<file path="src/rtl/mealy_pattern_fsm_pkg.sv">
// mealy_pattern_fsm_pkg: shared state encoding and saturation constant for the pattern detector
package mealy_fsm_pkg;
  typedef enum logic [1:0] {Idle = 2'h0, Track = 2'h1, Locked = 2'h2} pattern_state_t;
  localparam bit SAT_ONES = 1'b1;
endpackage

</file>
<file path="src/rtl/mealy_pattern_fsm_sat_counter.sv">
// sat_counter: saturating up-counter with sync clear; ports clk, rst_n (async low), clr, inc, count
module sat_counter
  import mealy_fsm_pkg::*;
#(
  parameter int CNT_W = 8
) (
  input  logic             clk,
  input  logic             rst_n,
  input  logic             clr,
  input  logic             inc,
  output logic [CNT_W-1:0] count
);
  localparam logic [CNT_W-1:0] MAX = {CNT_W{SAT_ONES}};
  logic [CNT_W-1:0] count_q, count_d;
  always_comb count_d = clr ? '0 : (inc && count_q != MAX) ? count_q + CNT_W'(1) : count_q;
  always_ff @(posedge clk or negedge rst_n)
    if (!rst_n) count_q <= '0;
    else count_q <= count_d;
  assign count = count_q;
endmodule

</file>
<file path="src/rtl/mealy_pattern_fsm.sv">
// mealy_pattern_fsm: Mealy detector for a LEN-symbol pattern; ports clk, rst_n, clear, in_valid, in -> hit, progress, state, hit_count
module mealy_pattern_fsm
  import mealy_fsm_pkg::*;
#(
  parameter int                    WIDTH    = 2,
  parameter int                    LEN      = 3,
  parameter logic [WIDTH*LEN-1:0]  PATTERN  = 6'h39,
  parameter int                    OVERLAP  = 0,
  parameter int                    MAX_HITS = 0,
  parameter int                    CNT_W    = 8
) (
  input  logic                    clk,
  input  logic                    rst_n,
  input  logic                    clear,
  input  logic                    in_valid,
  input  logic [WIDTH-1:0]        in,
  output logic                    hit,
  output logic [$clog2(LEN)-1:0]  progress,
  output pattern_state_t          state,
  output logic [CNT_W-1:0]        hit_count
);
  localparam int PW = $clog2(LEN);
  localparam logic [PW-1:0] LAST = PW'(LEN - 1);
  localparam logic [WIDTH-1:0] SYM0 = PATTERN[0 +: WIDTH];
  localparam logic [WIDTH-1:0] SYML = PATTERN[(LEN-1)*WIDTH +: WIDTH];
  // progress to resume from after a completed match
  localparam logic [PW-1:0] RESUME = (OVERLAP != 0 && SYML == SYM0) ? PW'(1) : '0;
  localparam logic [CNT_W-1:0] CNT_MAX = {CNT_W{SAT_ONES}};
  pattern_state_t state_q, state_d;
  logic [PW-1:0] prog_q, prog_d;
  logic done, lock_now, first;
  logic [CNT_W-1:0] cnt_nxt;
  function automatic logic [WIDTH-1:0] sym(input logic [PW-1:0] p);
    return PATTERN[int'(p)*WIDTH +: WIDTH];
  endfunction
  function automatic logic mealy_out(input logic complete, input logic clr);
    return complete && !clr;
  endfunction
  assign cnt_nxt  = (hit_count == CNT_MAX) ? hit_count : hit_count + CNT_W'(1);
  assign lock_now = (MAX_HITS > 0) && (cnt_nxt == CNT_W'(MAX_HITS));
  assign first    = (in == SYM0);
  always_comb begin
    state_d = state_q;
    prog_d  = prog_q;
    done    = 1'b0;
    hit     = 1'b0;
    unique case (state_q)
      Locked: ;
      Idle, Track:
        if (in_valid) begin
          if (in == sym(prog_q)) begin
            if (prog_q == LAST) begin
              done    = 1'b1;
              prog_d  = lock_now ? '0 : RESUME;
              state_d = lock_now ? Locked : (RESUME == '0) ? Idle : Track;
            end else begin
              prog_d  = prog_q + PW'(1);
              state_d = Track;
            end
          end else begin
            prog_d  = first ? PW'(1) : '0;
            state_d = first ? Track : Idle;
          end
        end
      default: begin
        state_d = Idle;
        prog_d  = '0;
      end
    endcase
    if (clear) begin
      state_d = Idle;
      prog_d  = '0;
    end
    hit = mealy_out(done, clear);
  end
  always_ff @(posedge clk or negedge rst_n)
    if (!rst_n) begin
      state_q <= Idle;
      prog_q  <= '0;
    end else begin
      state_q <= state_d;
      prog_q  <= prog_d;
    end
  sat_counter #(.CNT_W(CNT_W)) u_cnt (
    .clk  (clk),
    .rst_n(rst_n),
    .clr  (clear),
    .inc  (hit),
    .count(hit_count)
  );
  assign progress = prog_q;
  assign state    = state_q;
endmodule
</file>
<file path="config.mk">
export PLATFORM = sky130hd
export DESIGN_NAME = mealy_pattern_fsm
export DESIGN_NICKNAME = d
export VERILOG_FILES = /design/src/rtl/mealy_pattern_fsm_pkg.sv /design/src/rtl/mealy_pattern_fsm_sat_counter.sv /design/src/rtl/mealy_pattern_fsm.sv
export SDC_FILE = /design/constraint.sdc
export NUM_CORES = 1
export LEC_CHECK = 0
export ABC_AREA = 0
export CAP_MARGIN = 20
export CORE_MARGIN = 2
export CORE_UTILIZATION = 47
export CTS_BUF_LIST = sky130_fd_sc_hd__clkbuf_16
export CTS_CLUSTER_DIAMETER = 40
export CTS_CLUSTER_SIZE = 12
export DETAILED_ROUTE_END_ITERATION = 8
export GPL_TIMING_DRIVEN = 0
export HOLD_SLACK_MARGIN = 0.02
export PLACE_DENSITY = 0.78
export SYNTH_ARGS = -nofsm -noshare
export SYNTH_HDL_FRONTEND = slang
export SYNTH_SLANG_ARGS = --single-unit
</file>
<file path="constraint.sdc">
create_clock -name clk -period 2 [get_ports clk]
set_input_delay 0.6 -clock clk [delete_from_list [all_inputs] [get_ports clk]]
set_output_delay 0.6 -clock clk [all_outputs]
set_load 0.03 [all_outputs]
</file>
==> impl_metrics.csv <==
group,metric,value,unit
critical_path,critPathCaptureType,"output pin",
grt,grt_pass1_vias,807,
critical_path,regToRegSetupSlack,0.16,ns
sta,max_slew_margin,57.4,%
min_path,hold_path_depth,1,
pwr,leakage,0.553,nW
yosys,async_flop_share,100,%
yosys,yosysTopAreaCell,"dfrtp_1",
floorplanning,die_width,44.6,µm
critical_path,path_class,"flop to output pin",
critical_path,required,1.40,ns
clocking,clock_latency,0.24,ns
finish,seq_area,278,µm²
detailed_routing,vias,776,
sta,drv_slew,0,
clocking,cts_made_buffers,3,
detailed_routing,routed_wl,2.10,mm
sta,rsz0062_at_grt,"yes",
detailed_routing,route.detailed.drc,0,
floorplanning,die_y,44.6,µm
yosys,synth_edf_count,0,
floorplanning,coreArea,1520,µm²
run,cap_violations,0,
critical_path,r2r_end,"u_cnt.count[2]$_DFFE_PN0P_",
finish,fin_nets,125,
grt,grt_use_total,25.9,%
floorplanning,rows,14,
run_status,violations,"negative setup slack",
grt,grt_max_degree,12,
clocking,clkSinkCount,11,
critical_path,cp_data_arrival_time,1.50,ns
detailed_routing,avgRoutedWirePerCell,16.3,µm
pwr,ir_worst_vdd,0.963,mV
yosys,ys_types,36,
min_path,min_to,"u_cnt.count[2]$_DFFE_PN0P_",
critical_path,rr_startpoint,"progress[0]$_DFFE_PN0P_",
finish,fin_area,1160,µm²
yosys,synth_area,776,µm²
sta,period_minus_slack,2.10,ns
finish,fin_util,76.2,%
grt,grt_first_pass_wirelength,3.63,mm
yosys,syn_nets,94,
yosys,synth_area_per_cell,9.35,µm²
yosys,yosysSeqAreaShare,35.5,%
yosys,synth.area.top_cells,"dfrtp_1, ha_1, o311ai_1",
placed_design,gp_congestion,0.787,
detailed_routing,drt_iter0_drc,31,
run_status,status,"complete, but fails checks",
clocking,tritoncts,"yes",
yosys,yosys_most_used_dff,"dfrtp_1",
finish,multi_input_area,479,µm²
clocking,ctsLongestPathBuffers,2,
detailed_routing,vias_per_cell,6.02,
finish,area_delta_synth_final,49.7,%
placed_design,placed_area,991,µm²
finish,drive_above_1_share,27.4,%
floorplanning,start_util,50.9,%
clocking,clk_pin_slew,0.04,ns
detailed_routing,drt-pass1-iter-count,4,
sta,clock.fmax,476,MHz
detailed_routing,ant_nets,0,
sta,final.setup.worst_slack,-0.100,ns
yosys,netlist.area_leader.share,35.5,%
clocking,cts_hold_buf,0,
critical_path,cp_max_fo,4,
min_path,hold_class,"flop to flop",
critical_path,startpoint_type,"flop",
grt,grt-ovfl-total,0,
pwr,power_density,592,nW/µm²
yosys,yosysWarnings,0,
grt,antenna_found_initial,0,
sta,clock_skew,0.000357,ns
clocking,cts-htree-levels,1,
yosys,ys_ff_latch,11,
finish,antenna_cells,0,
floorplanning,die-area,1990,µm²
sta,finalHoldViolations,0,
sta,setup_viol,1,
placed_design,dpl.hpwl,1.24,mm
finish,fill_cells,102,
clocking,root_buffer,"clkbuf_16",
sta,period_share,105,%
min_path,min-delay-start,"u_cnt.count[2]$_DFFE_PN0P_",
floorplanning,io_pins,19,
yosys,synthCells,83,
critical_path,rr_worst_depth,8,
sta,tightest_slew,0.636,ns
placed_design,numPortBuffers,17,
==> cells by family (layout without fill, tap and decap cells) <==
logic type                 count (synthesis)  after routing  synth area share, %
AOI/OAI and AO/OA                         27             27                 24.7
other                                      1              1                0.483
buffers and inverters                     12             42                 7.42
and+or+nand+nor                           24             24                 19.2
adders and majority gates                  5              5                 8.06
xor gates and xnor gates                   2              2                 3.23
muxes                                      1              1                 1.45
DFF                                       11             11                 35.5
==> stage by stage <==
step | setup slack [ns] | hold WS, ns | TNS [ns] | cells | power (mW)
floorplan | -0.0574 | 0.304 | -0.0574 | 83 | 0.285
global placement | -1.04 | 0.530 | -2.31 | 116 | 0.318
detailed placement | -1.06 | 0.539 | -2.60 | 116 | 0.320
CTS | -0.144 | 0.548 | -0.144 | 129 | 0.688
global route | -0.141 | 0.563 | -0.141 | 129 | 0.715
finish | -0.100 | 0.552 | -0.100 | 129 | 0.688
==> worst max-delay path, stage by stage (launching register included) <==
cell and delay (ns):
dfrtp_2 0.42, inv_4 0.10, ha_4 0.22, xnor2_4 0.13, nand2_2 0.13, clkinvlp_4 0.11
buf_6 0.14
==> layer usage <==
metal / GRT usage (%) / wire (µm)
met5: 0 / 0
met4: 10.3 / 40
met3: 9.80 / 177
met2: 42.3 / 1030
met1: 30.5 / 856
==> cells in the final DEF, fill, tap and decap left out, drive strengths merged <==
cell type,netlist,layout
clkdlybuf4s15,0,1
nor3,3,3
clkdlybuf4s50,0,8
a21o,1,1
dfrtp,11,11
o21ba,1,1
clkinvlp,0,1
clkbuf,0,5
o21ai,7,7
o41ai,4,4
mux2,1,1
o211ai,1,1
dlygate4sd2,0,1
nand4,2,2
buf,3,13
conb,1,1
o311ai,5,5
nand2b,2,2
nor2,2,2
or2,1,1
nand2,5,5
or3,2,2
or4,1,1
a21oi,4,4
a211o,1,1
and4b,1,1
xnor2,2,2
o2111ai,1,1
nand3,2,2
ha,5,5
a21boi,2,2
inv,9,9
nand3b,3,3
dlymetal6s2s,0,4
==> worst max path at each step <==
| stage | end | cells after the start | startpoint |
|---|---|---|---|
| 6_report | hit | 6 | progress[0]$_DFFE_PN0P_ |
| 5_1_grt | hit | 6 | progress[0]$_DFFE_PN0P_ |
| 4_1_cts | hit | 7 | progress[0]$_DFFE_PN0P_ |
| 3_5_place_dp | hit | 6 | clear |
| 3_3_place_gp | hit | 6 | clear |
| 2_1_floorplan | hit | 7 | progress[1]$_DFFE_PN0P_ |
==> layout make-up <==
cell class / instances / share of cell area (%)
Inverter: 9 / 3.45
Multi-Input combinational cell: 60 / 41.3
Timing Repair Buffer: 28 / 22.2
Clock buffer: 3 / 6.47
Clock inverter: 1 / 0.323
Tap cell: 16 / 1.72
Buffer: 1 / 0.647
Sequential cell: 11 / 23.9
==> state kept, by name, summed over array words and instances, names as in the netlist <==
| signal | flops |
|---|---|
| progress | 2 |
| state | 1 |
| u_cnt.count | 8 |
==> timing repair <==
action                                  in CTS  in global routing
buffers inserted                            10                  1
endpoints found under the setup margin       3                  5
pin swaps                                    3                  3
resized for setup                           18                  8
==> power breakdown <==
group | internal, mW | total, mW | switching [mW]
Combinational | 0.0461 | 0.101 | 0.0548
Clock | 0.262 | 0.357 | 0.0948
Sequential | 0.227 | 0.230 | 0.00289
Total | 0.535 | 0.688 | 0.153
==> Yosys cell counts (2+ instances only) <==
cell type	count
dfrtp_1	11
a21oi_1	4
o21ai_0	3
or3_1	2
o21ai_1	4
nor3_1	2
nor2_1	2
ha_1	5
o311ai_1	4
inv_1	9
nand2_1	4
a21boi_0	2
o41ai_1	4
nand3_1	2
nand3b_1	3
nand2b_1	2
No activity file was read; power rests on OpenSTA's default activity.
==> patch: new RTL, config.mk and constraints unchanged <==
Change the parameter `LEN` from 3 to 6.
--- a/src/rtl/mealy_pattern_fsm.sv
+++ b/src/rtl/mealy_pattern_fsm.sv
@@ -3,7 +3,7 @@
   import mealy_fsm_pkg::*;
 #(
   parameter int                    WIDTH    = 2,
-  parameter int                    LEN      = 3,
+  parameter int                    LEN      = 6,
   parameter logic [WIDTH*LEN-1:0]  PATTERN  = 6'h39,
   parameter int                    OVERLAP  = 0,
   parameter int                    MAX_HITS = 0,
Interface: changed (resized progress); port bits go from 19 to 20. The function was not compared with the original's and may differ.
==> patch against the unedited design <==
The flow still finishes with violations (setup timing). Design area up 4.3%. Sequential share of layout area up 1.1 points. Cell count up 3.1%. Total power up 8.9%. Register-to-register slack worse by 0.24 ns. Wire length down 1.9%. Highest routed layer unchanged. Largest cell class unchanged. Setup slack worse by 0.17 ns. Worst hold slack worse by 0.0099 ns. Synthesized area up 3.4%. Sequential cell count up 1.
==> patch: results <==
[grt]
grt_usage_pct = 22.8
grt_max_degree = 13
grt_pass1_wl_um = 3190
grt_pass1_vias = 687
use_met3_pct = 7.60
grt_use_met2_pct = 34.0

[synth]
synth_fa_ha_area_share_pct = 7.80
synth-compound-area-share_pct = 17.0
synth_commonest_cells = dfrtp_1 (12), nand2_1 (10), nor2_1 (7)
synthesis.nets = 102
seq_area_frac_synth_pct = 37.4
synthXorXnorAreaFrac_pct = 1.09
synth_mux_area_share_pct = 3.90

[pwr]
peakVddDrop_v = 0.000693
power.leakage_uw = 0.000607

[run_status]
violations = setup timing
status = finished, violations left

[place]
hpwlAfterDp_um = 1310
pre_cts_slack_ns = -1.13
routabilityCongestion = 0.812
place_area_um2 = 1010

[cts]
post_cts_buffers = 4
cts.repair.resized = 17

[drt]
drt-vias-per-instance = 6.09
dr.first_iter.drc_count = 41
wl_per_cell_um = 15.5

[sta]
timing.final.ws_setup_ns = -0.274
finClkSkew_ns = 0.00400
finalSetupViolCount = 3
tightest_slew_ns = 0.551

[layout]
drive_above_1_share_pct = 29.1
nFillCells = 104

[worst_setup_path]
reg2reg_slack_ns = -0.08
rr_worst_depth = 9
crit_start = progress[1]$_DFFE_PN0P_
critical_path.max_stage_delay_ns = 0.43
cp.arrival_ns = 1.67
rr_endpoint = u_cnt.count[7]$_DFFE_PN0P_
-- patch: changes by cell type in the layout (fill, tap and decap cells not counted), sizes merged, moves of 4 or more --
cell         change
dlygate4sd2      +4
o21ai            -4
o311ai           -4
nor2b            +4
nand2            +5
buf              -5
nand3            +4
nor2             +5
-- patch: metal layers --
layer | wire (µm) | share of wire (%)
met1 | 842 | 41
met2 | 1040 | 50
met3 | 152 | 7.4
met4 | 29 | 1.4
met5 | 0 | 0
-- patch: logic make-up after synthesis --
group / Yosys count
other: 1
adders and majority gates: 5
AOI/OAI and AO/OA: 19
DFF: 12
buffers and inverters: 8
muxes: 3
xor gates and xnor gates: 1
and+or+nand+nor: 42
-- patch: worst max-delay path: cells and delay by family (launching register included) --
kind	cells	cell delay, ns
AND/OR/NAND/NOR	2	0.22
AO/OA/AOI/OAI	1	0.18
XOR/XNOR	1	0.14
flip-flops	1	0.43
adder cells (fa/ha/maj)	1	0.23
buffers and inverters	2	0.23
-- patch: worst min-delay path by stage --
stage / startpoint / endpoint / slack, ns / depth (start not counted)
floorplan: rst_n / progress[0]$_DFFE_PN0P_ / 0.30 / 0
global placement: u_cnt.count[3]$_DFFE_PN0P_ / u_cnt.count[3]$_DFFE_PN0P_ / 0.52 / 1
detailed placement: u_cnt.count[3]$_DFFE_PN0P_ / u_cnt.count[3]$_DFFE_PN0P_ / 0.53 / 1
CTS: u_cnt.count[2]$_DFFE_PN0P_ / u_cnt.count[2]$_DFFE_PN0P_ / 0.54 / 1
global route: state[0]$_DFFE_PN0P_ / state[0]$_DFFE_PN0P_ / 0.57 / 2
finish: u_cnt.count[2]$_DFFE_PN0P_ / u_cnt.count[2]$_DFFE_PN0P_ / 0.54 / 1
-- patch: per-stage QoR --
| step | hold slack, ns | util [%] | TNS [ns] | std cells |
|---|---|---|---|---|
| final | 0.543 | 77.7 | -0.369 | 133 |
| after global routing | 0.573 | 77.7 | -0.738 | 133 |
| after CTS | 0.537 | 73.2 | -0.351 | 132 |
| after detailed placement | 0.528 | 65.1 | -3.86 | 124 |
| after global placement | 0.519 | 65.1 | -3.59 | 124 |
| after floorplan | 0.304 | - | -0.122 | 91 |
-- patch: layout make-up --
class | instances | area (µm²) | share of cell area (%)
Multi-Input combinational cell | 71 | 551 | 45.5
Sequential cell | 12 | 303 | 25.0
Timing Repair Buffer | 23 | 226 | 18.7
Clock buffer | 3 | 75.1 | 6.20
Inverter | 5 | 21.3 | 1.76
Tap cell | 16 | 20.0 | 1.65
Buffer | 2 | 11.3 | 0.930
Clock inverter | 1 | 3.75 | 0.310
-- patch: where the power goes --
| group | switching [µW] | total (µW) | internal, µW |
|---|---|---|---|
| sequential | 3.73 | 252 | 248 |
| combinational | 72.7 | 127 | 54.6 |
| clock | 107 | 370 | 263 |
| total | 183 | 749 | 566 |
